[config.mk]
export PLATFORM = sky130hd
export DESIGN_NAME = interrupt_sequencer
export DESIGN_NICKNAME = d
export VERILOG_FILES = /design/src/rtl/common_types.sv /design/src/rtl/nmi_edge_detect.sv /design/src/rtl/interrupt_sequencer.sv
export SDC_FILE = /design/constraint.sdc
export NUM_CORES = 1
export LEC_CHECK = 0
export ABC_AREA = 1
export BUFFER_PORTS_ARGS = -buffer_cell sky130_fd_sc_hd__buf_2
export CAP_MARGIN = 20
export CORE_MARGIN = 5
export CORE_UTILIZATION = 42
export CTS_CLUSTER_DIAMETER = 120
export DETAILED_ROUTE_END_ITERATION = 6
export PLACE_DENSITY = 0.81
export SLEW_MARGIN = 25
export SYNTH_ARGS = -nofsm -noshare
export SYNTH_HDL_FRONTEND = slang
export SYNTH_HIERARCHICAL = 1
export SYNTH_SLANG_ARGS = --single-unit
[constraint.sdc]
create_clock -name clk -period 1.41 [get_ports clk]
set_input_delay 0.282 -clock clk [delete_from_list [all_inputs] [get_ports clk]]
set_output_delay 0.282 -clock clk [all_outputs]
set_load 0.03 [all_outputs]
[src/rtl/common_types.sv]
// Shared 6502 core types and constants: data/address widths, memory
// direction, interrupt-sequencer states and the fixed vector addresses.
package common_types;

    typedef logic [7:0]  data_t;
    typedef logic [15:0] addr_t;

    typedef enum logic {
        MwRead  = 1'b0,
        MwWrite = 1'b1
    } mw_t;

    typedef enum logic [2:0] {
        StReset,
        StIdle,
        StPushPch,
        StPushPcl,
        StPushP,
        StVecLo,
        StVecHi,
        StLoad
    } irq_state_t;

    localparam addr_t VEC_NMI    = 16'hFFFA;
    localparam addr_t VEC_RES    = 16'hFFFC;
    localparam addr_t VEC_IRQ    = 16'hFFFE;
    localparam data_t STACK_PAGE = 8'h01;

    localparam int unsigned P_B = 4;
    localparam int unsigned P_U = 5;

    // Status byte as stored on the stack: U always set, B marks a BRK entry.
    function automatic data_t push_status(data_t p, logic is_brk);
        data_t r;
        r      = p;
        r[P_U] = 1'b1;
        r[P_B] = is_brk;
        return r;
    endfunction

endpackage

[src/rtl/nmi_edge_detect.sv]
// Latches a falling edge on nmi_n into a pending flag that holds until
// the sequencer commits to the NMI vector.
module nmi_edge_detect (
    input  logic clk,
    input  logic rst_n,
    input  logic nmi_n,
    input  logic clr,
    output logic pend
);

    logic prev_q, prev_d;
    logic pend_q, pend_d;

    always_comb begin
        prev_d = nmi_n;
        pend_d = pend_q;
        if (clr) begin
            pend_d = 1'b0;
        end
        // A fresh edge wins over a same-cycle clear so it is never lost.
        if (prev_q && !nmi_n) begin
            pend_d = 1'b1;
        end
    end

    always_ff @(posedge clk or negedge rst_n) begin
        if (!rst_n) begin
            prev_q <= 1'b1;
            pend_q <= 1'b0;
        end else begin
            prev_q <= prev_d;
            pend_q <= pend_d;
        end
    end

    assign pend = pend_q;

endmodule

[src/rtl/interrupt_sequencer.sv]
// Runs the 6502 reset/NMI/IRQ/BRK entry: three stack pushes, a two-byte
// vector fetch and the PC reload with I set. Owns the memory port while req=1.
module interrupt_sequencer
    import common_types::*;
(
    input  logic  clk,
    input  logic  rst_n,
    input  logic  nmi_n,
    input  logic  irq_n,
    input  logic  i_flag,
    input  logic  inst_boundary,
    input  logic  brk,
    input  addr_t pc,
    input  data_t p,
    input  data_t sp,
    input  data_t din,
    output logic  req,
    output addr_t addr,
    output data_t dout,
    output mw_t   mw,
    output logic  sp_dec,
    output logic  pc_load,
    output addr_t pc_new,
    output logic  set_i
);

    irq_state_t state_q, state_d;
    logic       is_reset_q, is_reset_d;
    logic       is_brk_q, is_brk_d;
    addr_t      pc_save_q, pc_save_d;
    addr_t      vec_q, vec_d;
    data_t      lo_q, lo_d;

    logic nmi_pend;
    logic nmi_clr;
    logic irq_take;

    nmi_edge_detect u_nmi_edge_detect (
        .clk   (clk),
        .rst_n (rst_n),
        .nmi_n (nmi_n),
        .clr   (nmi_clr),
        .pend  (nmi_pend)
    );

    assign irq_take = inst_boundary && !irq_n && !i_flag;

    always_comb begin
        state_d    = state_q;
        is_reset_d = is_reset_q;
        is_brk_d   = is_brk_q;
        pc_save_d  = pc_save_q;
        vec_d      = vec_q;
        lo_d       = lo_q;
        nmi_clr    = 1'b0;

        unique case (state_q)
            StReset: begin
                state_d    = StPushPch;
                is_reset_d = 1'b1;
                is_brk_d   = 1'b0;
            end
            StIdle: begin
                // NMI > BRK > IRQ when several are present in the same cycle.
                if (inst_boundary && nmi_pend) begin
                    state_d    = StPushPch;
                    is_reset_d = 1'b0;
                    is_brk_d   = 1'b0;
                    pc_save_d  = pc;
                end else if (brk) begin
                    state_d    = StPushPch;
                    is_reset_d = 1'b0;
                    is_brk_d   = 1'b1;
                    pc_save_d  = pc;
                end else if (irq_take) begin
                    state_d    = StPushPch;
                    is_reset_d = 1'b0;
                    is_brk_d   = 1'b0;
                    pc_save_d  = pc;
                end
            end
            StPushPch: state_d = StPushPcl;
            StPushPcl: state_d = StPushP;
            StPushP: begin
                // Late vector choice lets an NMI hijack a BRK/IRQ already pushing.
                state_d = StVecLo;
                if (is_reset_q) begin
                    vec_d = VEC_RES;
                end else if (nmi_pend) begin
                    vec_d   = VEC_NMI;
                    nmi_clr = 1'b1;
                end else begin
                    vec_d = VEC_IRQ;
                end
            end
            StVecLo: state_d = StVecHi;
            StVecHi: begin
                state_d = StLoad;
                lo_d    = din;
            end
            StLoad:  state_d = StIdle;
            default: state_d = StReset;
        endcase
    end

    always_comb begin
        req     = 1'b0;
        addr    = '0;
        dout    = '0;
        mw      = MwRead;
        sp_dec  = 1'b0;
        pc_load = 1'b0;
        pc_new  = '0;
        set_i   = 1'b0;

        unique case (state_q)
            StReset: req = 1'b1;
            StPushPch, StPushPcl, StPushP: begin
                req    = 1'b1;
                addr   = {STACK_PAGE, sp};
                sp_dec = 1'b1;
                // Reset walks the stack pointer with dummy reads only.
                if (!is_reset_q) begin
                    mw = MwWrite;
                    if (state_q == StPushPch) begin
                        dout = pc_save_q[15:8];
                    end else if (state_q == StPushPcl) begin
                        dout = pc_save_q[7:0];
                    end else begin
                        dout = push_status(p, is_brk_q);
                    end
                end
            end
            StVecLo: begin
                req  = 1'b1;
                addr = vec_q;
            end
            StVecHi: begin
                req  = 1'b1;
                addr = vec_q + 16'd1;
            end
            StLoad: begin
                pc_load = 1'b1;
                set_i   = 1'b1;
                pc_new  = {din, lo_q};
            end
            default: ;
        endcase
    end

    always_ff @(posedge clk or negedge rst_n) begin
        if (!rst_n) begin
            state_q    <= StReset;
            is_reset_q <= 1'b1;
            is_brk_q   <= 1'b0;
            pc_save_q  <= '0;
            vec_q      <= '0;
            lo_q       <= '0;
        end else begin
            state_q    <= state_d;
            is_reset_q <= is_reset_d;
            is_brk_q   <= is_brk_d;
            pc_save_q  <= pc_save_d;
            vec_q      <= vec_d;
            lo_q       <= lo_d;
        end
    end

endmodule

Word level (Yosys, flattened, before mapping)
Cells that the tools add are included.

cells by class
  $add $sub $neg = 1
  equality and inequality tests = 8
  muxes and demuxes = 32
  reduce and logical (&&, ||, !) cells = 15

operators by type and width
  cell                   count
  $mux 16                4
  $pmux 16 s3            1
  $mux 8                 4
  $pmux 3 s8             1
  $add 16x1->16 const B  1
  $mux 1                 15
  $mux 3                 5
  $eq 3x3->1 const B     4
  $eq 3x2->1 const B     2
  $reduce_or 6->1        1
  $logic_and 1x1->1      4
  $ne 4x4->1 const B     1
  $pmux 1 s2             2
  $reduce_and 2->1       2
  $reduce_bool 2->1      2
  $eq 3x1->1 const B     1
  $logic_not 1->1        3
  $logic_not 3->1        1
  $reduce_bool 3->1      1
  $reduce_or 3->1        1

storage, ports and cells
  register bits after elaboration = 47
  input bits = 47
  logic and storage cells = 64

Longest topological paths before layout
  word-level depth = 7
  gate-level depth with buffers = 7
  gate-level depth less buffers = 7

Modules after synthesis
Netlist, hierarchy kept.

modules (own cells, without submodules)
  module               times used  cells each  area an instance (µm²)  seq. area each (µm²)
  interrupt_sequencer  1           275         1881.8                  802.0
  nmi_edge_detect      1           7           70.1                    51.3

Worst setup path after synthesis
No wires, ideal clock.

  path type = reg2out
  start point = reg state_q[0]
  end point = out pc_new[10]
  arrival time = 1.606 ns
  data required time = 1.128 ns
  setup slack = -0.478 ns
  cell stages (with the launch flop) = 6
  cells stage by stage = dfrtp_1 -> nand2_1 -> nor2_2 -> inv_2 -> buf_2 -> nor2_1

on the way
  cells in the longest elaborated chain, start to end = 2

ends and longest elaborated chain
  what                    RTL line                    source
  from (decl)             interrupt_sequencer.sv:27   irq_state_t state_q, state_d;
  from (signal assigned)  interrupt_sequencer.sv:153  state_q <= StReset;
  from (signal assigned)  interrupt_sequencer.sv:160  state_q <= state_d;
  $eq 3x3->1              interrupt_sequencer.sv:116  unique case (state_q)
  $mux 16                 interrupt_sequencer.sv:116
  to (decl)               interrupt_sequencer.sv:23   output addr_t pc_new,

No other way between the ends.

Worst setup path after layout
  start point = reg state_q[1]
  end point = out pc_new[1]

Same word-level chain as after synthesis.

==> reports/qor.yml <==
run_status: "finished, violations left"
failed_checks: "negative setup slack"
clockBufferDepth: 2
vdd.ir_drop.worst_v: 0.00144
antennaDiodeCount: 0
die-height_microns: 78.2
cts_htree_levels: 2
yosysSeqAreaShare_pct: 43.7
cts_tree: "done"
pin_count_of_the_biggest_net_entering_global_routing: 35
drc_violation_count_after_routing: 0
hp-class: "input pin to asynchronous set/reset pin"
final.setup.tns_ps: -21560
final_layout_size_suffix_gt1_share_pct: 57.9
final_cell_mix: "68 x nand2_1, 52 x buf_6, 44 x buf_2"
synth-seq-cells: 34
global_route.overflow_total: 0
groute.usage.overall_pct: 19.5
leakage_uw: 0.00186
slew_headroom_pct: 69.9
setup_viol: 65
clkSinkCount: 34
number_of_antenna_violations_at_the_first_check_in_global_routing: 0
post_drt_via_cell_ratio: 5.14
hold-worst-slack_ps: 17.2
port_buffers: 89
ys_types: 21
powerDensity_mw_per_mm2: 2820
core_area_sq_mm: 0.00444
final_core_util_pct: 83.4
yosysWarnings: 6
timing.final.crit_share_pct: 134
grt_pass1_vias: 2155
mappedNetlistArea_sq_mm: 0.00195
design.final.nets: 445
initial_core_util_pct: 43.9
count_of_pins_over_their_slew_limit: 0
cts-buffers-inserted: 5
drt_wl_total_microns: 7120
max_cap_violations: 0
worstRegToRegCells: 9
setup.worst_path.class: "flop to output port"
syn2layout_area_growth_pct: 89.8
worst_setup_path_end_kind: "output port"
layout_min_cycle_time_ps: 1900
cp.arrival_ps: 1610
floorplan.io_pins: 92
final_antenna_net_count: 0
rsz0062_at_grt: "true"
layout.cells.most_common: "nand2_1"
drt-pass1-iter-count: 4
max_freq_ghz: 0.528
worstSkewPairLatency_ps: 290
grt_first_pass_wirelength_microns: 9690
crit_path_setup_slack_layout_ps: -486
worst_slew_pin_tran_ps: 451
dpl.hpwl_microns: 4130
fillerInstances: 239
worstPathMaxFanout: 8
count_of_vias_placed_by_the_detailed_router: 2320
worst_ep_required_time_ps: 1130
drt_first_iter_violations: 235
synth_area_per_inst_sq_um: 6.92
floorplan.die_area_sq_mm: 0.00611
finClkSkew_ps: 3.71
detail_route.wl_per_cell_microns: 15.8
syn-instance-count: 282
std_cell_rows: 24
finalHoldViolations: 0
timing.critical_path.from_type: "flop"
net_count_after_synthesis: 329
finalWeightedCongestion: 0.814
clock_tree.root_cell: "clkbuf_8"
clkSlewWorstSetupHoldPaths_ps: 70
die_width_microns: 78.2
## critical path: stages, from the launching register on
cell	delay, ps
dfrtp_2	480
buf_6	140
nand2_4	60
nor2_4	120
clkinv_4	110
buf_12	170
nor2_4	100
buf_6	140
## path summary, 6_finish.rpt
path | from | to | slack [ps]
hold reg to reg | pc_save_q[2] | pc_save_q[2] | 470
setup / recovery | state_q[1] | pc_new[1] | -490
setup reg to reg | state_q[1] | is_brk_q | -230
min in group clk | nmi_n | u_nmi_edge_detect/prev_q | 100
max in group asynchronous | rst_n | is_reset_q | 1060
hold / removal | rst_n | lo_q[5] | 20
## per-layer routing
layer,wire (microns),GRT usage (%),up-vias
met1,2780,23.0,1112
met5,0,0,-
met4,170,7.52,0
met3,501,3.78,14
met2,3670,34.9,105
li1,-,-,1089
## kinds of logic (layout without fill, tap and decap cells)
family / count (synthesis) / after routing / synth area share (%)
and+or+nand+nor: 167 / 168 / 36.9
buffers and inverters: 59 / 175 / 13.8
DFF: 34 / 34 / 43.7
AOI/OAI and AO/OA: 22 / 22 / 5.64
## registers in the layout (all words and copies together), names as in the netlist
name / flops
u_nmi_edge_detect/prev_q: 1
is_brk_q: 1
vec_q: 3
lo_q: 8
pc_save_q: 16
is_reset_q: 1
u_nmi_edge_detect/pend: 1
state_q: 3
## synth_stat cells
master / instances / area, sq um
buf_6: 1 / 11.3
nor2_8: 1 / 20.0
nand3_1: 30 / 150
and3_1: 1 / 6.26
nor2_1: 31 / 116
dfrtp_1: 32 / 801
or2_0: 1 / 6.26
o21ai_0: 3 / 15.0
clkbuf_1: 1 / 3.75
nand4_1: 1 / 6.26
inv_2: 3 / 11.3
dfstp_2: 2 / 52.6
nand3_4: 1 / 17.5
buf_4: 9 / 67.6
nand2_1: 94 / 353
nor2_2: 3 / 18.8
inv_1: 40 / 150
o21ai_1: 16 / 80.1
nand2_2: 4 / 25.0
buf_2: 5 / 25.0
a21oi_1: 3 / 15.0
## per-stage QoR
stage | setup slack [ps] | power (uW) | cells | cell area (sq um)
2_1_floorplan | -138 | 6200 | 282 | 2300
3_3_place_gp | -202 | 7430 | 434 | 2910
3_5_place_dp | -243 | 7580 | 434 | 2910
4_1_cts | -465 | 9190 | 444 | 3260
5_1_grt | -540 | 11000 | 451 | 3700
6_report | -486 | 10400 | 451 | 3700
## cell type report
| cell class | instances | area (sq um) | share of cell area (%) |
|---|---|---|---|
| clock buffer | 7 | 86.3 | 2.33 |
| clock inverter | 1 | 5.00 | 0.135 |
| inverter | 43 | 186 | 5.03 |
| multi-input combinational | 190 | 1390 | 37.6 |
| sequential | 34 | 857 | 23.1 |
| tap | 52 | 65.1 | 1.76 |
| timing repair buffer | 124 | 1110 | 30.1 |
## where the power goes
part / internal, uW / switching, uW
clock network: 394 / 357
logic: 3280 / 4590
registers: 1460 / 372
total: 5130 / 5310
## timing repair
action	4_1_cts	5_1_grt
endpoints found under the hold margin	0	0
gates resized for setup	78	89
pin swaps	6	35
buffers inserted	2	5
cloned	0	3
hold buffers	0	0
endpoints found under the setup margin	45	54
(Power assumes the default switching activity.)
